## config.mk

```make
export PLATFORM = sky130hd
export DESIGN_NAME = branch_hazard_ctrl
export DESIGN_NICKNAME = d
export VERILOG_FILES = /design/src/rtl/branch_hazard_ctrl_pkg.sv /design/src/rtl/branch_hazard_ctrl_hazard_match.sv /design/src/rtl/branch_hazard_ctrl.sv
export SDC_FILE = /design/constraint.sdc
export NUM_CORES = 1
export LEC_CHECK = 0
export BUFFER_PORTS_ARGS = -buffer_cell sky130_fd_sc_hd__buf_2
export CORE_MARGIN = 3
export CORE_UTILIZATION = 47
export CTS_CLUSTER_DIAMETER = 200
export DETAILED_ROUTE_END_ITERATION = 6
export GPL_TIMING_DRIVEN = 0
export HOLD_SLACK_MARGIN = 0.05
export PLACE_DENSITY = 0.77
export SYNTH_ARGS = -nofsm -noshare
export SYNTH_HDL_FRONTEND = slang
export SYNTH_SLANG_ARGS = --single-unit
export TNS_END_PERCENT = 100
```

## constraint.sdc

```tcl
create_clock -name clock -period 2.6 [get_ports clock]
set_clock_uncertainty 0.1 [all_clocks]
set_input_delay 0.52 -clock clock [delete_from_list [all_inputs] [get_ports clock]]
set_output_delay 0.52 -clock clock [all_outputs]
set_load 0.02 [all_outputs]
```

## src/rtl/branch_hazard_ctrl_pkg.sv

```systemverilog
// Shared constants for the branch hazard controller: opcodes, special
// destination registers, forwarding select encodings and FSM states.
package branch_hazard_ctrl_pkg;

  // Opcodes that write a destination register
  localparam logic [4:0] OP_ALU  = 5'b00000;
  localparam logic [4:0] OP_ADDI = 5'b00101;
  localparam logic [4:0] OP_LW   = 5'b01000;
  localparam logic [4:0] OP_JAL  = 5'b00011;
  localparam logic [4:0] OP_SETX = 5'b10101;

  // Branch opcodes resolved by the decode-stage comparator
  localparam logic [4:0] OP_BNE  = 5'b00010;
  localparam logic [4:0] OP_BLT  = 5'b00110;

  // Implicit destinations
  localparam logic [4:0] REG_ZERO    = 5'd0;
  localparam logic [4:0] REG_RA      = 5'd31;
  localparam logic [4:0] REG_RSTATUS = 5'd30;

  // Forwarding select encodings
  localparam logic [1:0] FWD_REG = 2'b00;
  localparam logic [1:0] FWD_X   = 2'b01;
  localparam logic [1:0] FWD_M   = 2'b10;

  typedef enum logic [1:0] {
    ST_RUN       = 2'd0,
    ST_LOAD_WAIT = 2'd1,
    ST_MD_WAIT   = 2'd2,
    ST_FLUSH     = 2'd3
  } state_t;

  // True for the two branch opcodes this block protects
  function automatic logic is_branch(input logic [4:0] opcode);
    return (opcode == OP_BNE) || (opcode == OP_BLT);
  endfunction

endpackage

```

## src/rtl/branch_hazard_ctrl_hazard_match.sv

```systemverilog
// Decodes whether one pipeline stage holds a register writer and compares
// its effective destination against the two branch source registers.
module hazard_match
  import branch_hazard_ctrl_pkg::*;
(
  input  logic       valid,
  input  logic [4:0] opcode,
  input  logic [4:0] dest_field,
  input  logic [4:0] src_a,
  input  logic [4:0] src_b,
  output logic       match_a,
  output logic       match_b
);

  logic       writer;
  logic [4:0] dest;
  logic       live;

  // Writer decode: jal and setx write fixed registers, others use the rd field
  always_comb begin
    writer = 1'b0;
    dest   = dest_field;
    case (opcode)
      OP_ALU, OP_ADDI, OP_LW: begin
        writer = 1'b1;
        dest   = dest_field;
      end
      OP_JAL: begin
        writer = 1'b1;
        dest   = REG_RA;
      end
      OP_SETX: begin
        writer = 1'b1;
        dest   = REG_RSTATUS;
      end
      default: begin
        writer = 1'b0;
        dest   = dest_field;
      end
    endcase
  end

  // r0 is never a real producer, so a zero destination cannot match
  assign live    = valid & writer & (dest != REG_ZERO);
  assign match_a = live & (src_a == dest);
  assign match_b = live & (src_b == dest);

endmodule

```

## src/rtl/branch_hazard_ctrl.sv

```systemverilog
// Branch operand hazard controller: forwards X/M results to the decode-stage
// branch comparator, stalls decode on load-use and multdiv hazards, and
// flushes wrong-path instructions after a taken branch.
module branch_hazard_ctrl
  import branch_hazard_ctrl_pkg::*;
#(
  parameter int FLUSH_CYCLES = 2,
  parameter int CNT_W        = 16,
  parameter int MD_TIMEOUT   = 40
) (
  input  logic             clock,
  input  logic             reset,
  input  logic             d_valid,
  input  logic [4:0]       d_opcode,
  input  logic [4:0]       d_rd,
  input  logic [4:0]       d_rs,
  input  logic             x_valid,
  input  logic [4:0]       x_opcode,
  input  logic [4:0]       x_rd,
  input  logic             m_valid,
  input  logic [4:0]       m_opcode,
  input  logic [4:0]       m_rd,
  input  logic             md_busy,
  input  logic [4:0]       md_rd,
  input  logic             br_taken,
  output logic             stall,
  output logic             flush,
  output logic [1:0]       fwd_rd,
  output logic [1:0]       fwd_rs,
  output logic [CNT_W-1:0] hazard_cnt
);

  localparam int         MD_W       = $clog2(MD_TIMEOUT + 1);
  localparam logic [1:0] FLUSH_LOAD = 2'(FLUSH_CYCLES - 1);
  localparam logic [MD_W-1:0] MD_LAST = MD_W'(MD_TIMEOUT - 1);

  state_t          state, state_next;
  logic            stall_next, flush_next;
  logic [1:0]      flush_cnt, flush_cnt_next;
  logic [MD_W-1:0] md_timer, md_timer_next;

  logic x_match_rd, x_match_rs;
  logic m_match_rd, m_match_rs;
  logic br_hit, load_hit, md_hit;

  hazard_match u_x_match (
    .valid      (x_valid),
    .opcode     (x_opcode),
    .dest_field (x_rd),
    .src_a      (d_rd),
    .src_b      (d_rs),
    .match_a    (x_match_rd),
    .match_b    (x_match_rs)
  );

  hazard_match u_m_match (
    .valid      (m_valid),
    .opcode     (m_opcode),
    .dest_field (m_rd),
    .src_a      (d_rd),
    .src_b      (d_rs),
    .match_a    (m_match_rd),
    .match_b    (m_match_rs)
  );

  assign br_hit   = d_valid & is_branch(d_opcode);
  // A load in X has no data yet; wait one cycle and pick it up from M
  assign load_hit = br_hit & (x_opcode == OP_LW) & (x_match_rd | x_match_rs);
  assign md_hit   = br_hit & md_busy & (md_rd != REG_ZERO) &
                    ((d_rd == md_rd) | (d_rs == md_rd));

  // Next-state and registered-output decode; a taken branch overrides all stalls
  always_comb begin
    state_next     = state;
    stall_next     = 1'b0;
    flush_next     = 1'b0;
    flush_cnt_next = flush_cnt;
    md_timer_next  = md_timer;
    if (br_taken) begin
      state_next     = ST_FLUSH;
      flush_next     = 1'b1;
      flush_cnt_next = FLUSH_LOAD;
    end else begin
      case (state)
        ST_RUN: begin
          if (md_hit) begin
            state_next    = ST_MD_WAIT;
            stall_next    = 1'b1;
            md_timer_next = '0;
          end else if (load_hit) begin
            state_next = ST_LOAD_WAIT;
            stall_next = 1'b1;
          end else begin
            state_next = ST_RUN;
          end
        end
        ST_LOAD_WAIT: begin
          state_next = ST_RUN;
        end
        ST_MD_WAIT: begin
          if (!md_busy) begin
            state_next = ST_RUN;
          end else if (md_timer == MD_LAST) begin
            state_next = ST_RUN;
          end else begin
            md_timer_next = md_timer + MD_W'(1);
            stall_next    = 1'b1;
          end
        end
        ST_FLUSH: begin
          if (flush_cnt == 2'd0) begin
            state_next = ST_RUN;
          end else begin
            flush_cnt_next = flush_cnt - 2'd1;
            flush_next     = 1'b1;
          end
        end
        default: begin
          state_next = ST_RUN;
        end
      endcase
    end
  end

  // State, registered stall/flush and sequencing counters
  always_ff @(posedge clock) begin
    if (!reset) begin
      state     <= ST_RUN;
      stall     <= 1'b0;
      flush     <= 1'b0;
      flush_cnt <= 2'd0;
      md_timer  <= '0;
    end else begin
      state     <= state_next;
      stall     <= stall_next;
      flush     <= flush_next;
      flush_cnt <= flush_cnt_next;
      md_timer  <= md_timer_next;
    end
  end

  // Saturating count of cycles spent with decode stalled
  always_ff @(posedge clock) begin
    if (!reset) begin
      hazard_cnt <= '0;
    end else if (stall && (hazard_cnt != {CNT_W{1'b1}})) begin
      hazard_cnt <= hazard_cnt + CNT_W'(1);
    end else begin
      hazard_cnt <= hazard_cnt;
    end
  end

  // Forwarding priority: youngest producer (X) first, then M, else regfile
  always_comb begin
    fwd_rd = FWD_REG;
    fwd_rs = FWD_REG;
    if ((state == ST_RUN) && br_hit) begin
      if (x_match_rd) begin
        fwd_rd = FWD_X;
      end else if (m_match_rd) begin
        fwd_rd = FWD_M;
      end else begin
        fwd_rd = FWD_REG;
      end
      if (x_match_rs) begin
        fwd_rs = FWD_X;
      end else if (m_match_rs) begin
        fwd_rs = FWD_M;
      end else begin
        fwd_rs = FWD_REG;
      end
    end else begin
      fwd_rd = FWD_REG;
      fwd_rs = FWD_REG;
    end
  end

endmodule
```

==> results.yml <==
worst_setup_path:
  critPathLaunchType: "input port"
  r2r-start: "state[0]"
  cp-end-kind: "output port"
  regToRegSetupSlack_ns: 0.28
  critPathRequiredTime_ns: 1.98
  r2r_end: "md_timer[5]"
  crit_type: "input port to output port"
  crit_path_max_fanout: 5
  cp.arrival_ns: 2.39
  rr_worst_depth: 6
sta:
  finalMaxSlewViolations: 0
  relSlewSlack_pct: 51.02
  finalSetupTns_ns: -1.402
  tightest_slew_ns: 0.7232
  finalHoldViolCount: 0
  min_period_ns: 3.015
  final.period_utilization_pct: 116.0
  worst_hold_slack_ns: 0.3900
  setup_violations: 4
  rsz0062_at_grt: "true"
  fmax_mhz: 331.7
  setup_slack_ns: -0.4148
grt:
  grt_max_degree: 17
  first_global_vias: 2126
  grt_overflow_total: 0
  antenna_found_initial: 0
  grt_pass1_wl_mm: 9.335
  grt_use_total_pct: 20.68
drt:
  drt-vias-per-instance: 5.854
  dr.first_iter.drc_count: 108
  vias: 2482
  wl_mm: 6.062
  ant_nets: 0
  drcViolationCount: 0
  wl_per_cell_um: 14.30
  first_pass_iters: 5
pwr:
  p_per_area_nw_per_um2: 345.8
  power_leakage_nw: 1.139
  max-vdd-ir-drop_uv: 410.5
  power_w: 0.001010
hold_path:
  hp-class: "input port to register"
  hold_path_end: "flush_cnt[1]"
  hold_depth: 2
  hp-start: "br_taken"
synth:
  synthTopCellsByArea: "dfxtp_1 25%, xor2_1 9.0%, nor2_1 5.5%"
  synth-async-reset-ratio_pct: 0
  syn-num-nets: 351
  synth_area_um2: 2245
  synth_common_cells: "33 x nor2_1, 28 x dfxtp_1, 24 x a21oi_1, 24 x nand2_1, 23 x xor2_1"
  yosysTopAreaCell: "dfxtp_1"
  yosysSeqAreaShare_pct: 24.97
  synth_cell_type_count: 57
  yosysMostFrequentCell: "nor2_1"
  yosysTopAreaCellShare_pct: 24.97
  synth_edf_count: 0
  ys.warnings.count: 0
  synth-main-ff-cell: "dfxtp_1"
  syn_area_per_cell_um2: 7.457
  postSynthCellCount: 301
  ys_ff_latch: 28
clocking:
  cts-root-buf: "clkbuf_8"
  clk_pin_slew_worst_paths_ns: 0.09
  cts_tree: "built"
  cts_made_buffers: 3
  clkSinkCount: 28
  clkLatencyLatePin_ns: 0.28
  cts_htree_levels: 1
  postCtsHoldBufs: 0
  cts_buffer_depth: 2
placed_design:
  gp_congestion: 0.8338
  place_hpwl_mm: 4.416
  post-place-cells: 410
  dpl_cell_area_um2: 2644
  io_buffers: 57
floorplanning:
  ios: 69
  coreArea_um2: 4474
  die-area_um2: 5641
  start_util_pct: 50.17
  rows: 24
  chipWidth_um: 75.11
  die_h_um: 75.11
final_layout:
  final_area_um2: 2920
  n_antenna_cell: 0
  final_cell_count_no_fill: 424
  final_nets: 423
  area_growth_pct: 30.10
  drive_above_1_share_pct: 26.34
flow_run:
  maxCapViolations: 0
status:
  violations: "setup timing"
  status: "finished with violations"
==> metrics by stage <==
step                utilization, %  setup slack [ns]
floorplan                        -           -0.1698
global placement             59.09           -0.5492
detailed placement           59.09           -0.5631
CTS                          63.48           -0.5044
global route                 65.27           -0.4661
finish                       65.27           -0.4148
==> where the power goes <==
part	switching (W)	internal, W	leakage (nW)
logic	0.000128	0.000102	0.876
registers	0.00000481	0.000434	0.227
clock network	0.000135	0.000206	0.0357
total	0.000268	0.000742	1.14
==> area by class of cell <==
type,count,area [um^2]
inverter,9,33.78
fill,416,1554
buffer,15,58.81
clock buffer,3,41.29
multi-input combinational,248,1700
timing repair buffer,68,430.4
clock inverter,1,30.03
sequential,28,560.5
tap,52,65.06
==> critical path, stage by stage <==
cell	delay [ns]
buf_8	0.11
and3b_2	0.23
o21a_4	0.23
or4_4	0.43
a2111oi_4	0.36
nand2_1	0.15
nor4bb_4	0.17
buf_4	0.19
==> how the worst max path moves through the flow <==
stage	startpoint	to	slack [ns]	cells past startpoint
after global routing	x_opcode[2]	fwd_rs[1]	-0.47	10
final	x_opcode[4]	fwd_rs[1]	-0.41	8
after CTS	x_opcode[2]	fwd_rs[1]	-0.50	8
after global placement	x_opcode[4]	fwd_rs[1]	-0.55	9
after detailed placement	x_opcode[1]	fwd_rs[1]	-0.56	9
after floorplan	x_opcode[4]	fwd_rs[0]	-0.17	7
==> per-layer routing <==
layer	wire, um	vias to the layer above	GRT usage, %	share of wire [%]
li1	-	1259	-	-
met1	2762	1129	27.04	46
met2	2854	90	36.65	47
met3	425	4	4.272	7.0
met4	19	0	1.186	0.31
met5	0	-	0	0
==> registers in the layout (all words and copies together), names as in the netlist <==
register,cells
md_timer,6
state,2
flush,1
hazard_cnt,16
stall,1
flush_cnt,2
==> cell usage in the layout, fill, tap and decap left out, drive strengths merged, types with 7 or more instances in the layout <==
| cell | netlist | final |
|---|---|---|
| a21oi | 24 | 24 |
| and3 | 8 | 8 |
| buf | 3 | 70 |
| clkbuf | 13 | 16 |
| dfxtp | 28 | 28 |
| inv | 9 | 9 |
| nand2 | 24 | 24 |
| nand3 | 7 | 7 |
| nor2 | 33 | 33 |
| nor3 | 15 | 15 |
| o21ai | 13 | 13 |
| o22ai | 8 | 8 |
| or3 | 8 | 8 |
| or4 | 10 | 10 |
| xor2 | 23 | 23 |
==> what timing repair did <==
item,4_1_cts,5_1_grt
gates cloned,0,0
resized for setup,23,14
setup buffers,7,4
pin swaps,9,9
endpoints found under the setup margin,4,4
==> logic make-up (layout without fill, tap and decap cells) <==
logic type | after synthesis | after routing | share of synthesized area (%)
mux | 2 | 2 | 0.9476
buf+inv | 25 | 96 | 4.515
flops | 28 | 28 | 24.97
simple gates | 140 | 140 | 34.95
fa+ha+maj | 3 | 3 | 1.672
compound gates | 74 | 74 | 21.63
xor+xnor | 29 | 29 | 11.32
Power figures use the tool's default switching activity.
